**src/rtl/edm_obi_stream_fetcher_pkg.sv**
```systemverilog
// Shared types for the EDM OBI stream fetcher: FSM states, default sizing, OBI structs.
// Latency: n/a (types and constants only).
// Backpressure: n/a.
//
// Contents:
//   fetcher_state_e        IDLE / FETCH / DRAIN / DONE
//   obi_cfg_t, MgrObiCfg   OBI address/data widths (32/32)
//   obi_req_t, obi_rsp_t   default manager request/response structs
//   word_align()           clears the byte-offset bits of an address
package edm_obi_stream_fetcher_pkg;

  typedef enum logic [1:0] {
    IDLE  = 2'd0,
    FETCH = 2'd1,
    DRAIN = 2'd2,
    DONE  = 2'd3
  } fetcher_state_e;

  localparam int unsigned DefaultFifoDepth      = 4;
  localparam int unsigned DefaultMaxOutstanding = 2;
  localparam int unsigned DefaultLenWidth       = 16;

  typedef struct packed {
    int unsigned AddrWidth;
    int unsigned DataWidth;
  } obi_cfg_t;

  localparam obi_cfg_t MgrObiCfg = '{AddrWidth: 32, DataWidth: 32};

  typedef struct packed {
    logic [31:0] addr;
    logic        we;
    logic [3:0]  be;
    logic [31:0] wdata;
  } obi_a_chan_t;

  typedef struct packed {
    logic        req;
    obi_a_chan_t a;
  } obi_req_t;

  typedef struct packed {
    logic [31:0] rdata;
    logic        err;
  } obi_r_chan_t;

  typedef struct packed {
    logic        gnt;
    logic        rvalid;
    obi_r_chan_t r;
  } obi_rsp_t;

  function automatic logic [31:0] word_align(input logic [31:0] addr);
    return addr & ~32'h3;
  endfunction

endpackage

```
**src/rtl/edm_stream_fifo.sv**
```systemverilog
// First-word-fall-through FIFO with occupancy count for the fetcher stream buffer.
// Latency: a pushed word is visible on pop_data/!empty the cycle after the push.
// Backpressure: pop is ignored while empty; push is accepted when not full or when popping.
//
// Ports:
//   clk, rst            clock, synchronous active-high reset
//   push, push_data     write strobe and word
//   pop                 consumer takes the head word (ignored when empty)
//   pop_data, empty     head word and empty flag
//   count               number of stored words (0..Depth)
module edm_stream_fifo #(
  parameter  int unsigned Width = 32,
  parameter  int unsigned Depth = 4,
  localparam int unsigned PtrW  = $clog2(Depth),
  localparam int unsigned CntW  = $clog2(Depth + 1)
) (
  input  logic             clk,
  input  logic             rst,
  input  logic             push,
  input  logic [Width-1:0] push_data,
  input  logic             pop,
  output logic [Width-1:0] pop_data,
  output logic             empty,
  output logic [CntW-1:0]  count
);

  logic [Width-1:0] mem [Depth];
  logic [PtrW-1:0]  wr_ptr;
  logic [PtrW-1:0]  rd_ptr;
  logic [CntW-1:0]  count_q;
  logic             full;
  logic             do_push;
  logic             do_pop;

  assign empty    = (count_q == '0);
  assign full     = (count_q == CntW'(Depth));
  assign do_pop   = pop && !empty;
  // When full, a simultaneous pop frees the slot the push lands in.
  assign do_push  = push && (!full || do_pop);
  assign pop_data = mem[rd_ptr];
  assign count    = count_q;

  always_ff @(posedge clk) begin
    if (rst) begin
      wr_ptr  <= '0;
      rd_ptr  <= '0;
      count_q <= '0;
    end else begin
      if (do_push) wr_ptr <= wr_ptr + PtrW'(1);
      if (do_pop)  rd_ptr <= rd_ptr + PtrW'(1);
      case ({do_push, do_pop})
        2'b10:   count_q <= count_q + CntW'(1);
        2'b01:   count_q <= count_q - CntW'(1);
        default: count_q <= count_q;
      endcase
    end
  end

  always_ff @(posedge clk) begin
    if (do_push) mem[wr_ptr] <= push_data;
  end

endmodule

```
**src/rtl/edm_obi_stream_fetcher.sv**
```systemverilog
// OBI manager read streamer: fetches num_words consecutive words from base_addr into a FIFO stream.
// Latency: first request one cycle after an accepted start; words appear one cycle after rvalid.
// Backpressure: ready_i=0 stalls the stream; requests are throttled so the R channel never stalls.
//
// Ports:
//   clk_i, rst_i                clock, synchronous active-high reset
//   start_i                     one-cycle start (ignored unless idle)
//   base_addr_i, num_words_i    transfer config, sampled on accepted start
//   obi_mgr_req_o/obi_mgr_rsp_i OBI manager A/R channels (read-only)
//   data_o, valid_o, ready_i    output word stream
//   busy_o, done_o, err_o       status: in progress, end pulse, sticky error
module edm_obi_stream_fetcher
  import edm_obi_stream_fetcher_pkg::*;
#(
  parameter obi_cfg_t    ObiCfg         = MgrObiCfg,
  parameter type         mgr_obi_req_t  = obi_req_t,
  parameter type         mgr_obi_rsp_t  = obi_rsp_t,
  parameter int unsigned FifoDepth      = DefaultFifoDepth,
  parameter int unsigned MaxOutstanding = DefaultMaxOutstanding,
  parameter int unsigned LenWidth       = DefaultLenWidth
) (
  input  logic                clk_i,
  input  logic                rst_i,
  input  logic                start_i,
  input  logic [31:0]         base_addr_i,
  input  logic [LenWidth-1:0] num_words_i,
  output mgr_obi_req_t        obi_mgr_req_o,
  input  mgr_obi_rsp_t        obi_mgr_rsp_i,
  output logic [31:0]         data_o,
  output logic                valid_o,
  input  logic                ready_i,
  output logic                busy_o,
  output logic                done_o,
  output logic                err_o
);

  localparam int unsigned Aw   = ObiCfg.AddrWidth;
  localparam int unsigned Dw   = ObiCfg.DataWidth;
  localparam int unsigned OutW = $clog2(MaxOutstanding + 1);
  localparam int unsigned CntW = $clog2(FifoDepth + 1);

  fetcher_state_e      state_q;
  fetcher_state_e      state_d;
  logic [Aw-1:0]       addr_q;
  logic                req_q;
  logic                req_d;
  logic [LenWidth-1:0] left_q;
  logic [LenWidth-1:0] left_d;
  logic [OutW-1:0]     out_q;
  logic [OutW-1:0]     out_d;
  logic                err_q;
  logic [CntW-1:0]     fifo_count;
  logic [CntW-1:0]     cnt_d;
  logic                fifo_empty;
  logic [Dw-1:0]       fifo_data;

  logic start_acc;
  logic gnt_fire;
  logic rv_fire;
  logic pop_fire;

  assign start_acc = start_i && (state_q == IDLE);
  assign gnt_fire  = req_q && obi_mgr_rsp_i.gnt;
  // A response with nothing outstanding belongs to a request from before a reset.
  assign rv_fire   = obi_mgr_rsp_i.rvalid && (out_q != '0);
  assign pop_fire  = valid_o && ready_i;

  // ---------------- stream buffer ----------------
  edm_stream_fifo #(
    .Width (Dw),
    .Depth (FifoDepth)
  ) u_fifo (
    .clk       (clk_i),
    .rst       (rst_i),
    .push      (rv_fire),
    .push_data (obi_mgr_rsp_i.r.rdata),
    .pop       (pop_fire),
    .pop_data  (fifo_data),
    .empty     (fifo_empty),
    .count     (fifo_count)
  );

  assign data_o  = fifo_data;
  assign valid_o = !fifo_empty;
  assign err_o   = err_q;

  // ---------------- OBI A channel ----------------
  assign obi_mgr_req_o.req     = req_q;
  assign obi_mgr_req_o.a.addr  = addr_q;
  assign obi_mgr_req_o.a.we    = 1'b0;
  assign obi_mgr_req_o.a.be    = 4'hF;
  assign obi_mgr_req_o.a.wdata = '0;

  // ---------------- next-cycle bookkeeping ----------------
  always_comb begin
    out_d = out_q;
    if (gnt_fire && !rv_fire)      out_d = out_q + OutW'(1);
    else if (!gnt_fire && rv_fire) out_d = out_q - OutW'(1);
  end

  always_comb begin
    cnt_d = fifo_count;
    if (rv_fire && !pop_fire)      cnt_d = fifo_count + CntW'(1);
    else if (!rv_fire && pop_fire) cnt_d = fifo_count - CntW'(1);
  end

  always_comb begin
    left_d = left_q;
    if (start_acc)     left_d = num_words_i;
    else if (gnt_fire) left_d = left_q - LenWidth'(1);
  end

  // ---------------- FSM: state register ----------------
  always_ff @(posedge clk_i) begin
    if (rst_i) state_q <= IDLE;
    else       state_q <= state_d;
  end

  // ---------------- FSM: next state ----------------
  always_comb begin
    state_d = state_q;
    unique case (state_q)
      IDLE:    if (start_acc) state_d = (num_words_i == '0) ? DONE : FETCH;
      FETCH:   if (gnt_fire && (left_q == LenWidth'(1))) state_d = DRAIN;
      // Looking at next-cycle counts lets done follow the final pop directly.
      DRAIN:   if ((out_d == '0) && (cnt_d == '0)) state_d = DONE;
      DONE:    state_d = IDLE;
      default: state_d = IDLE;
    endcase
  end

  // ---------------- FSM: outputs ----------------
  always_comb begin
    busy_o = (state_q == FETCH) || (state_q == DRAIN);
    done_o = (state_q == DONE);
  end

  // Issue decision. A pending request is held until granted; otherwise a new one
  // is raised only if its response is guaranteed a FIFO slot, counting every
  // outstanding read against the words already buffered.
  always_comb begin
    req_d = 1'b0;
    if (req_q && !gnt_fire) begin
      req_d = 1'b1;
    end else if ((state_d == FETCH) && (left_d != '0) &&
                 ((32'(out_d) + 32'(cnt_d)) < FifoDepth) &&
                 (32'(out_d) < MaxOutstanding)) begin
      req_d = 1'b1;
    end
  end

  // ---------------- datapath registers ----------------
  always_ff @(posedge clk_i) begin
    if (rst_i) begin
      addr_q <= '0;
      req_q  <= 1'b0;
      left_q <= '0;
      out_q  <= '0;
      err_q  <= 1'b0;
    end else begin
      req_q  <= req_d;
      left_q <= left_d;
      out_q  <= out_d;
      if (start_acc) begin
        addr_q <= Aw'(word_align(base_addr_i));
        err_q  <= 1'b0;
      end else begin
        if (gnt_fire) addr_q <= addr_q + Aw'(4);
        if (rv_fire && obi_mgr_rsp_i.r.err) err_q <= 1'b1;
      end
    end
  end

endmodule

```
**config.mk**
```make
export PLATFORM = sky130hd
export DESIGN_NAME = edm_obi_stream_fetcher
export DESIGN_NICKNAME = d
export VERILOG_FILES = /design/src/rtl/edm_obi_stream_fetcher_pkg.sv /design/src/rtl/edm_stream_fifo.sv /design/src/rtl/edm_obi_stream_fetcher.sv
export SDC_FILE = /design/constraint.sdc
export NUM_CORES = 1
export LEC_CHECK = 0
export BUFFER_PORTS_ARGS = -buffer_cell sky130_fd_sc_hd__buf_2
export CAP_MARGIN = 20
export CELL_PAD_IN_SITES_DETAIL_PLACEMENT = 1
export CELL_PAD_IN_SITES_GLOBAL_PLACEMENT = 1
export CORE_MARGIN = 5
export CORE_UTILIZATION = 40
export DETAILED_ROUTE_END_ITERATION = 6
export GPL_ROUTABILITY_DRIVEN = 0
export MAX_ROUTING_LAYER = met4
export PLACE_DENSITY_LB_ADDON = 0.1
export RECOVER_POWER = 50
export SLEW_MARGIN = 10
export SYNTH_ARGS = -nofsm -noshare
export SYNTH_HDL_FRONTEND = slang
export SYNTH_SLANG_ARGS = --single-unit
```
**constraint.sdc**
```tcl
create_clock -name clk_i -period 3.34 [get_ports clk_i]
set_input_delay 0.334 -clock clk_i [delete_from_list [all_inputs] [get_ports clk_i]]
set_output_delay 0.334 -clock clk_i [all_outputs]
set_load 0.01 [all_outputs]
```
==> results.md <==
* Critical path launch point type: flop
* Starting Density at 0.406
* Clk slew on worst S/H paths at 80 ps
* Die H at between 150 and 200 um
* Yosys top cell by area: edfxtp_1
* Vias in the first global route at approximately 6000
* Final hold vios at 0
* Num CTS Buffers at 17
* Synthesized area per cell at between 10 and 15 um^2
* Global-route usage over all layers at 0.173
* Crit path time final at between 2000 and 3000 ps
* Ports at between 150 and 200
* Max Cap Violations at 0
* Number of routed nets with antenna violations at 0
* Synthesized cell area at approximately 8500 um^2
* Gr ovfl total at 0
* Worst skew pair latency at between 400 and 500 ps
* DR vias at ~5600
* Synth top area cells: edfxtp_1, dfxtp_1, mux4_2, buf_4, xor2_1
* DP HPWL at 14.6 mm
* Share of the synthesized area in the top cell type at 0.450
* Final Skew at ~17 ps
* Fill cells at 2256
* Post-synth EDFFs at ~130
* 1st-pass router iterations at 4
* Worst Path Arrival at between 3000 and 4000 ps
* Seq. cell area at 5070 um^2
* Wire per inst at 18.6 um
* Fmax achieved at 364 MHz
* Initial antenna violation count at 1
* Setup TNS at 0 ps
* Final Cycle Share at 0.822
* Async S/R FF share, synth at 0
* Relative max-transition margin at 0.204
* Post-synthesis sequential area ratio at 0.593
* Worst Setup End Kind: flop
* Status: finished, final reports clean
* Cell Pwr Density at around 730 nW/um^2
* Die area at roughly 24000 um^2
* Setup Fix Bufs, Post-CTS at 0
* Hold-fix buffers, CTS at 0
* RSZ-0062 raised after global routing: no
* CTS resizes at 0
* Area growth syn-to-layout at 17.1%
* First-pass GRT wire length at 31.9 mm
* Final core occ at 0.476
* Warnings, synthesis at 0
* VDD IR max at about 0.00037 V
* Crit-path max FO at 7
* Clock sink count at roughly 190
* Critical path required time at about 3700 ps
* Core area at 21000 um^2
* # H-tree levels at 4
* Critical path type: reg2reg
* Yosys reg bits at around 190
* Die W at around 160 um
* Routed wire length at ~20 mm
* CTS Root Cell: clkbuf_16
* CTS max path bufs at 2
* Hold crit path type: in2reg
* Final setup viols at 0
* Mapped Cells at roughly 650
* Drt initial violations at a little under 200
* Pin count of the biggest net entering global routing at 65
* Post-synth top flop: edfxtp_1
* Final #Nets at between 900 and 1000
* Row cnt at 53
* Slew Limit Fails at 0
* Synth unique cells at 60
* P_leak at around 3.5 nW
* Share of layout cells above drive strength 1 at 0.214
* Residual DRC at 0
* Worst Tran Pin Value at around 1200 ps
* Vias per cell at 5.13
* I/O Buffers at 151
* Area of the multi-input gates at 3120 um^2
* CTS tree: done
## where the power goes
group | internal (W) | switching, W
Clock | 0.00101 | 0.000973
Sequential | 0.00284 | 0.000306
Combinational | 0.000961 | 0.00123
## cell usage in the layout (no fill, tap or decap), types with 3 or more instances in the layout
| cell type | n |
|---|---|
| a311oi_1 | 5 |
| or3_1 | 6 |
| a211oi_1 | 18 |
| xor2_1 | 29 |
| mux4_2 | 32 |
| clkbuf_16 | 17 |
| dfxtp_1 | 59 |
| o21ai_0 | 23 |
| inv_6 | 5 |
| mux2i_1 | 7 |
| edfxtp_1 | 128 |
| ha_1 | 18 |
| buf_2 | 84 |
| and2_2 | 5 |
| xnor2_1 | 19 |
| and2_1 | 3 |
| maj3_1 | 3 |
| a21oi_1 | 24 |
| nor4_1 | 6 |
| nand4_1 | 12 |
| nand3_1 | 12 |
| inv_1 | 18 |
| clkinv_8 | 4 |
| conb_1 | 39 |
| nor3b_1 | 3 |
| nor3_1 | 7 |
| nand2_1 | 34 |
| o211ai_1 | 3 |
| buf_12 | 5 |
| and2_0 | 4 |
| clkbuf_1 | 69 |
| and3_1 | 4 |
| nor2_1 | 60 |
## path summary, 6_finish.rpt
check,slack (ps),depth (start not counted),from,endpoint
setup / recovery,600,14,u_fifo.count[0],req_q
hold / removal,150,3,base_addr_i[31],addr_q[31]
setup reg to reg,600,14,u_fifo.count[0],req_q
hold reg to reg,520,2,err_o,err_o
## per-layer routing
| metal | vias to the layer above | track usage | wire length, um |
|---|---|---|---|
| met5 | - | - | 0 |
| met4 | 0 | 0.0529 | 273 |
| met3 | 23 | 0.0330 | 996 |
| met2 | 138 | 0.295 | 10400 |
| met1 | 2780 | 0.208 | 8570 |
| li1 | 2631 | - | - |
## Yosys cell counts, types with 4 or more instances
master and n:
edfxtp_1 128, dfxtp_1 61, nor2_1 60, buf_4 40
nand2_1 34, mux4_2 32, xor2_1 29, a21oi_1 24
o21ai_0 23, xnor2_1 19, a211oi_1 18, clkbuf_1 18
ha_1 18, inv_1 17, nand3_1 12, nand4_1 12
and2_1 10, buf_1 7, mux2i_1 7, nor3_1 7
nor4_1 6, or3_1 6, a311oi_1 5, and3_1 4
## sequential cells by signal, indices dropped and copies added (netlist names), named ones only
signal and count:
addr_q 30, err_o 1, left_q 16, out_q 2, req_q 1, state_q 2
u_fifo.count 3, u_fifo.mem 128, u_fifo.rd_ptr 2, u_fifo.wr_ptr 2
## layout make-up
class                      count  area share
antenna                        1    0.000250
clock buffer                  17      0.0426
clock inverter                15      0.0169
inverter                      18     0.00676
multi-input combinational    410       0.312
sequential                   189       0.507
tap                          275      0.0344
timing repair buffer         161      0.0800
## logic make-up after synthesis
kind of cell,after synthesis,share of synthesized area
and+or+nand+nor,178,0.112
muxes,39,0.0926
AOI/OAI and AO/OA,85,0.0642
buffers and inverters,86,0.0573
adders and majority gates,21,0.0299
other,2,0.000880
xor gates and xnor gates,48,0.0493
DFF,189,0.593
## worst max-delay path, cell delays in order (launching register included)
cell       delay (ps)
dfxtp_1           450
inv_1             110
ha_1              230
nand2b_2          100
nand2_1           120
inv_1             220
o21ai_0           130
o211ai_1          100
o21ai_0           110
ha_1              300
nand2_1            60
nor3_1             40
nand4bb_1         200
nor3b_1           310
o32a_1            210
## stage by stage
| step | total power, W | setup WS, ps | area (um^2) | hold WS, ps | instances |
|---|---|---|---|---|---|
| 3_3_place_gp | 0.00539 | 698 | 9500 | 502 | 1053 |
| 2_1_floorplan | 0.00469 | 836 | 8670 | 433 | 685 |
| 4_1_cts | 0.00748 | 610 | 10100 | 90.4 | 1085 |
| 3_5_place_dp | 0.00548 | 640 | 9500 | 516 | 1053 |
| 6_report | 0.00732 | 596 | 10000 | 150 | 1086 |
| 5_1_grt | 0.00780 | 291 | 10000 | 149 | 1086 |
Note: power is estimated with default switching activity, not from simulation.
